===== config.mk =====
export PLATFORM = sky130hd
export DESIGN_NAME = fpu_vec_shuf_seq
export DESIGN_NICKNAME = d
export VERILOG_FILES = /design/src/rtl/fpu_vec_shuf_seq.sv
export SDC_FILE = /design/constraint.sdc
export NUM_CORES = 1
export LEC_CHECK = 0
export BUFFER_PORTS_ARGS = -buffer_cell sky130_fd_sc_hd__clkbuf_2
export CAP_MARGIN = 10
export CORE_MARGIN = 3
export CORE_UTILIZATION = 40
export DETAILED_ROUTE_END_ITERATION = 10
export HOLD_SLACK_MARGIN = 0.08
export PLACE_DENSITY = 0.68
export SYNTH_ARGS = -nofsm -noshare
export SYNTH_HDL_FRONTEND = slang
export SYNTH_SLANG_ARGS = --single-unit

===== constraint.sdc =====
create_clock -name clock -period 3.8 [get_ports clock]
set_clock_uncertainty 0.05 [all_clocks]
set_input_delay 0 -clock clock [delete_from_list [all_inputs] [get_ports clock]]
set_output_delay 0 -clock clock [all_outputs]
set_load 0.05 [all_outputs]

===== src/rtl/fpu_vec_shuf_seq.sv =====
// fpu_vec_shuf_seq
// Sequences one shared 4:1 lane-select mux so it can build a whole shuffled
// 4-lane vector, one output lane per clock.
//
// Ports:
//   clock, reset_n        core clock, asynchronous active-low reset
//   reqValid/reqReady     request handshake (ready only while idle)
//   reqVec, reqShuf       source vector (lane k at [k*LANEW +: LANEW]) and
//                         2-bit-per-lane shuffle control
//   reqDoShuf             1 = apply reqShuf, 0 = identity
//   flush                 synchronous abort, highest priority
//   muxValA..D            captured source lanes 0..3 shown to the shared mux
//   muxIdxShuf/muxIdxDfl  shuffle / default index for the current lane
//   muxDoShuf             captured reqDoShuf (only driven while running)
//   muxOut                lane returned by the shared mux
//   respValid/respReady   response handshake
//   respVec               assembled result vector
//   busy                  high while running or holding a result
module fpu_vec_shuf_seq #(
  parameter int LANEW = 32
) (
  input  logic               clock,
  input  logic               reset_n,
  input  logic               reqValid,
  output logic               reqReady,
  input  logic [4*LANEW-1:0] reqVec,
  input  logic [7:0]         reqShuf,
  input  logic               reqDoShuf,
  input  logic               flush,
  output logic [LANEW-1:0]   muxValA,
  output logic [LANEW-1:0]   muxValB,
  output logic [LANEW-1:0]   muxValC,
  output logic [LANEW-1:0]   muxValD,
  output logic [1:0]         muxIdxShuf,
  output logic [1:0]         muxIdxDfl,
  output logic               muxDoShuf,
  input  logic [LANEW-1:0]   muxOut,
  output logic               respValid,
  input  logic               respReady,
  output logic [4*LANEW-1:0] respVec,
  output logic               busy
);

  typedef enum logic [1:0] {
    IDLE = 2'd0,
    RUN  = 2'd1,
    DONE = 2'd2
  } state_t;

  state_t             state;
  logic [1:0]         lane;
  logic [4*LANEW-1:0] capVec;
  logic [7:0]         capShuf;
  logic               capDoShuf;
  logic [4*LANEW-1:0] respVecR;
  logic [1:0]         shufSel;

  // Pick the 2-bit shuffle field belonging to the lane being built.
  always_comb begin
    shufSel = 2'd0;
    case (lane)
      2'd0: shufSel = capShuf[1:0];
      2'd1: shufSel = capShuf[3:2];
      2'd2: shufSel = capShuf[5:4];
      2'd3: shufSel = capShuf[7:6];
      default: shufSel = 2'd0;
    endcase
  end

  // Main sequencer. Flush beats everything, so a request seen in the same
  // cycle as flush is never captured. The result register is cleared on
  // accept so a stale result can never leak into a new response.
  always_ff @(posedge clock or negedge reset_n) begin
    if (!reset_n) begin
      state     <= IDLE;
      lane      <= 2'd0;
      capVec    <= '0;
      capShuf   <= 8'd0;
      capDoShuf <= 1'b0;
      respVecR  <= '0;
    end else if (flush) begin
      state    <= IDLE;
      lane     <= 2'd0;
      respVecR <= '0;
    end else begin
      case (state)
        IDLE: begin
          if (reqValid) begin
            capVec    <= reqVec;
            capShuf   <= reqShuf;
            capDoShuf <= reqDoShuf;
            lane      <= 2'd0;
            respVecR  <= '0;
            state     <= RUN;
          end
        end
        RUN: begin
          for (int k = 0; k < 4; k++) begin
            if (lane == 2'(k)) begin
              respVecR[k*LANEW +: LANEW] <= muxOut;
            end
          end
          lane <= lane + 2'd1;
          if (lane == 2'd3) begin
            state <= DONE;
          end
        end
        DONE: begin
          if (respReady) begin
            state <= IDLE;
          end
        end
        default: state <= IDLE;
      endcase
    end
  end

  // Mux source lanes always reflect the captured vector; the index and
  // enable controls are only live while a vector is being built.
  assign muxValA    = capVec[0*LANEW +: LANEW];
  assign muxValB    = capVec[1*LANEW +: LANEW];
  assign muxValC    = capVec[2*LANEW +: LANEW];
  assign muxValD    = capVec[3*LANEW +: LANEW];
  assign muxIdxShuf = (state == RUN) ? shufSel : 2'd0;
  assign muxIdxDfl  = (state == RUN) ? lane : 2'd0;
  assign muxDoShuf  = (state == RUN) ? capDoShuf : 1'b0;

  assign reqReady  = (state == IDLE);
  assign respValid = (state == DONE);
  assign busy      = (state != IDLE);
  assign respVec   = respVecR;

endmodule


==> After elaboration in Yosys (flattened, before gate mapping) <==
Cells that the tools add are included.
{ "op_classes": {"div_mod_pow": 0, "add_sub_neg": 1, "muxes": 19, "reduce_logical": 11, "shifts": 0, "n_lt_le_gt_ge": 0, "n_mul": 0, "eq_ne": 11, "bitwise_logic": 1} }
{ "ops": {"columns": ["op", "n"], "rows": [
  ["$mux W128", 2],
  ["$pmux W128 S2", 1],
  ["$mux W32", 4],
  ["$reduce_and A3 Y1", 6],
  ["$mux W2", 8],
  ["$ne A3 B3 Y1 const B", 4],
  ["$pmux W2 S4", 1],
  ["$eq A2 B2 Y1 const B", 3],
  ["$ne A3 B2 Y1 const B", 2],
  ["$pmux W2 S3", 1],
  ["$eq A2 B1 Y1 const B", 2],
  ["$logic_not A2 Y1", 2],
  ["$pmux W2 S2", 1],
  ["$reduce_bool A3 Y1", 1],
  ["$add A2 B1 Y2 const B", 1],
  ["$reduce_and A2 Y1", 1],
  ["$reduce_bool A2 Y1", 1],
  ["$mux W1", 1],
  ["$not A1 Y1", 1]
]} }
{ "word_totals": {"romBits": 0, "latchBits": 0, "out_inout_bits": 264, "n_memories": 0, "reg_bits": 269, "inputBits": 174, "word_cells": 52, "mem_bits_rw": 0} }

==> Logic depth before layout (Yosys ltp) <==
{ "depth": {"depth_word": 4, "ltp_mapped": 6} }

==> Worst setup path after synthesis <==
Ideal clock, no wire load.
{ "synth_timing": {"path_kind": "reg2reg", "startpoint": "reg state[0]", "endpoint": "reg capDoShuf", "stages_incl_launch_ff": 7, "arrival_ps": 1733, "t_required_ps": 3625, "period_less_slack_ps": 1908, "path_slack_ps": 1892, "path_cell_list": "dfrtp_1 buf_6 or2_4 nor3b_4 buf_12 buf_12 mux2_4"} }
{ "synth_via": {"elab_chain_len": 2} }
{ "synth_lines": {"columns": ["item", "line_no", "text"], "rows": [
  ["start, declared", "50", "state_t state;"],
  ["start signal, assigned", "75", "state <= IDLE;"],
  ["start signal, assigned", "82", "state <= IDLE;"],
  ["start signal, assigned", "94", "state <= RUN;"],
  ["$logic_not A2 Y1", "86", "case (state)"],
  ["$reduce_and A3 Y1 (no line)", null, null],
  ["end signal, assigned", "91", "capDoShuf <= reqDoShuf;"],
  ["end, declared", "54", "logic capDoShuf;"]
]} }
Every way passes these cells.
A chain may end at the register's enable or synchronous reset.

==> Worst setup path in the final report <==
{ "layout_timing": {"startpoint": "reg state[0]", "endpoint": "reg capVec[125]"} }
{ "layout_via": {"elab_chain_len": 2} }
{ "layout_lines": {"columns": ["item", "line_no", "text"], "rows": [
  ["$logic_not A2 Y1", "86", null],
  ["$reduce_and A3 Y1 (no line)", null, null],
  ["end signal, assigned", "89", "capVec <= reqVec;"],
  ["end, declared", "52", "logic [4*LANEW-1:0] capVec;"]
]} }
Every way passes these cells.

==> summary.txt <==
Yosys
  – Ranking of synthesized cells by area: dfrtp_1 62%, mux2_4 18%, o2bb2ai_1 10%
  – Multiplexer area fraction after synthesis: approximately a fifth
  – Compound-Gate Fraction of Synth Area: between 10% and 20%
  – Top cell type's share of synthesized area: between 60% and 70%
  – Area leader, netlist: dfrtp_1
  – Largest family of logic cells by synthesized area: multiplexers
  – Seq cells post-synth: 269
  – Post-synth cell types: 25
  – Post-Synth XOR/XNOR Area: 0%
  – Synth warnings: 0
  – Syn avg cell area: ~16 sq um
  – Synth Area in Adders: less than 1%
  – Sequential cell area fraction in the yosys report: roughly 62%
  – Post-Synthesis Cells: 656
  – Cell Area, Synth: around 11000 sq um
  – Post-Synth Simple-Gate Area: 2.75%
  – Mapped Nets: about 830

GRT
  – Initial antenna violation count: 1
  – First-pass GRT wire length: 51800 um
  – Tot GR Track Use: approximately 22%
  – Vias in the first global route: around 9000
  – Largest net degree at the start of global routing: ~110
  – Congestion Overflow GR: 0

Clocking
  – Clock transition at path regs: about 60 ps
  – Worst skew pair latency: 550 ps
  – Number of gates resized after cts: 0
  – TritonCTS clock tree: built
  – CTS buffer count: 29
  – Clock Tree Root: clkbuf_16
  – Num Clock Sinks: ~270
  – Htree depth: 1
  – CTS max path bufs: 3

Drt
  – Met2 wire len: approximately 17000 um
  – ANT nets after route: 0
  – Metal-1 WL: approximately 13000 um
  – Via density: around 5
  – Initial DRC count: approximately 380
  – Uppermost layer routed: met4
  – Final wirelength: roughly 34000 um
  – First-pass DRT Iterations: 5
  – Post-route DRC: 0
  – Post-DR wirelength/cell: 20.8 um
  – Met3 wire length: approximately 2400 um
  – Vias post-DR: 8136

STA
  – Final setup TNS: 0 ps
  – Hold Vio Cnt, Final: 0
  – Final setup viols: 0
  – Fmax: ~0.41 GHz
  – RSZ-0062 raised after global routing: false
  – Worst slew pin tran: approximately 850 ps
  – Rel. slew slack: between 40% and 50%
  – Fin crit period: 2440 ps
  – Fin crit share: 64.3%
  – Final slew viol count: 0

Die
  – Initial core utilization: between 40% and 50%
  – Ports: between 400 and 500
  – Full die area: ~29000 sq um
  – Die X: 170 um
  – Area of the core: approximately 26000 sq um
  – Row count: 59
  – Die H: 170 um

Worst setup path
  – Critical Path Sink Type: register
  – WP buf/inv: 1
  – Setup crit start kind: register
  – Largest stage delay, worst path: approximately 560 ps
  – Critical Path RT: between 4000 and 5000 ps
  – Critical Path Fanout Max: 9
  – Delay-heaviest family, CP: simple AND/OR/NAND/NOR gates
  – Data arrival time of the worst path: 2810 ps
  – Cell breakdown of the critical path: or2_4 > nor3b_4 > mux2_4 > dlygate4sd3_1
  – Critical path class: reg -> reg
  – Crit-path slowest cell: dlygate4sd3_1

Job
  – Max Cap Viol: 0

Placement
  – GP Congestion: approximately 0.8
  – Port Buffers: between 400 and 500
  – Dpl hpwl: about 22000 um

Power
  – Power Total: roughly 8500 uW
  – Pleak: around 0.008 uW
  – PD cells: 536 nW/um^2
  – Peak VDD IR: 0.335 mV

Cells and area
  – Final layout net count: roughly 1500
  – Filler cells: slightly below 2000
  – Fraction of layout cells with a size suffix above 1: between 50% and 60%
  – Finished Core Util: 60.5%
  – Layout area overhead: 47.2%

Run status
  – Status: completed

Hold path
  – Worst min-delay path class: in -> reg
cell families (layout without fill, tap and decap cells):
kind of cell,after synthesis,in the layout
flip-flops,269,269
AND/OR/NAND/NOR,48,48
other,0,1
adder cells (fa/ha/maj),4,4
AO/OA/AOI/OAI,142,142
multiplexers,142,142
buffers and inverters,51,688
metrics by stage:
stage / hold slack (ps) / worst slack, ps / cell area [sq um] / instances
5_1_grt: 166 / 1190 / 15900 / 1629
3_5_place_dp: 80.6 / 1240 / 13200 / 1400
6_report: 177 / 1360 / 15900 / 1629
2_1_floorplan: -346 / 1890 / 10800 / 656
3_3_place_gp: 81.1 / 1490 / 13200 / 1400
4_1_cts: 137 / 1240 / 15900 / 1627
tightest hold or removal path, delay by kind of cell:
| kind | cells | cell delay (ps) |
|---|---|---|
| muxes | 1 | 120 |
| buffers and inverters | 2 | 630 |
sequential cells by signal, summed over array words and instances (netlist names):
name,count
capDoShuf,1
capShuf,8
capVec,128
lane,2
respVec,128
state,2
cells in the mapped netlist, drive strengths merged:
master / count
and2: 3
a222oi: 2
dfrtp: 269
buf: 28
or2: 1
clkbuf: 17
o2bb2ai: 128
o21ai: 2
a21oi: 8
mux2: 141
nor3: 1
nor2b: 1
a22oi: 1
mux2i: 1
o21bai: 1
nor2: 1
inv: 6
nand2: 6
nand2b: 33
and2b: 1
nor3b: 1
ha: 4
path summary, 6_finish.rpt:
check / slack [ps] / cells past startpoint / end / start
worst max-delay path: 1360 / 4 / capVec[125] / state[0]
worst min-delay path: 180 / 3 / capVec[42] / reqVec[42]
worst max register to register: 1360 / 4 / capVec[125] / state[0]
worst min register to register: 440 / 1 / respVec[51] / respVec[51]
max in group asynchronous: 2030 / 4 / respVec[119] / reset_n
min in group asynchronous: 590 / 3 / respVec[121] / reset_n
layer usage:
metal | track usage (%) | vias to the layer above
met5 | 0 | -
met4 | 7.30 | 0
met3 | 5.18 | 76
met2 | 39.7 | 348
met1 | 27.3 | 4072
li1 | - | 3640
timing repair:
item	CTS	global route
hold endpoints to repair	379	0
setup buffers	0	0
hold buffers	178	0
layout by cell type (no fill, tap or decap), types with 2 or more instances in the layout:
| cell type | instances |
|---|---|
| nand2b_1 | 33 |
| mux2_4 | 130 |
| inv_1 | 6 |
| clkbuf_2 | 436 |
| dfrtp_1 | 269 |
| nand2_1 | 6 |
| and2_1 | 3 |
| clkinvlp_4 | 2 |
| clkbuf_16 | 29 |
| mux2_2 | 11 |
| clkinv_2 | 9 |
| dlygate4sd3_1 | 178 |
| ha_1 | 4 |
| buf_4 | 13 |
| clkbuf_1 | 3 |
| buf_12 | 4 |
| a222oi_1 | 2 |
| clkbuf_8 | 3 |
| o21ai_0 | 2 |
| bufinv_16 | 2 |
| o2bb2ai_1 | 128 |
| a21oi_1 | 4 |
| a21oi_2 | 4 |
where the power goes:
| part | switching [uW] | internal (uW) |
|---|---|---|
| clock | 1150 | 1590 |
| sequential | 208 | 3180 |
| combinational | 1600 | 809 |
| total | 2960 | 5580 |
area by class of cell:
cell class                      instances  area, sq um  area share (%)
Antenna cell                            1         2.50          0.0157
Clock buffer                           35          778            4.88
Clock inverter                         14          140           0.880
Inverter                                6         22.5           0.141
Multi-Input combinational cell        336         3650            22.9
Sequential cell                       269         6730            42.2
Tap cell                              335          419            2.63
Timing Repair Buffer                  633         4180            26.3
No activity file was read; power rests on OpenSTA's default activity.
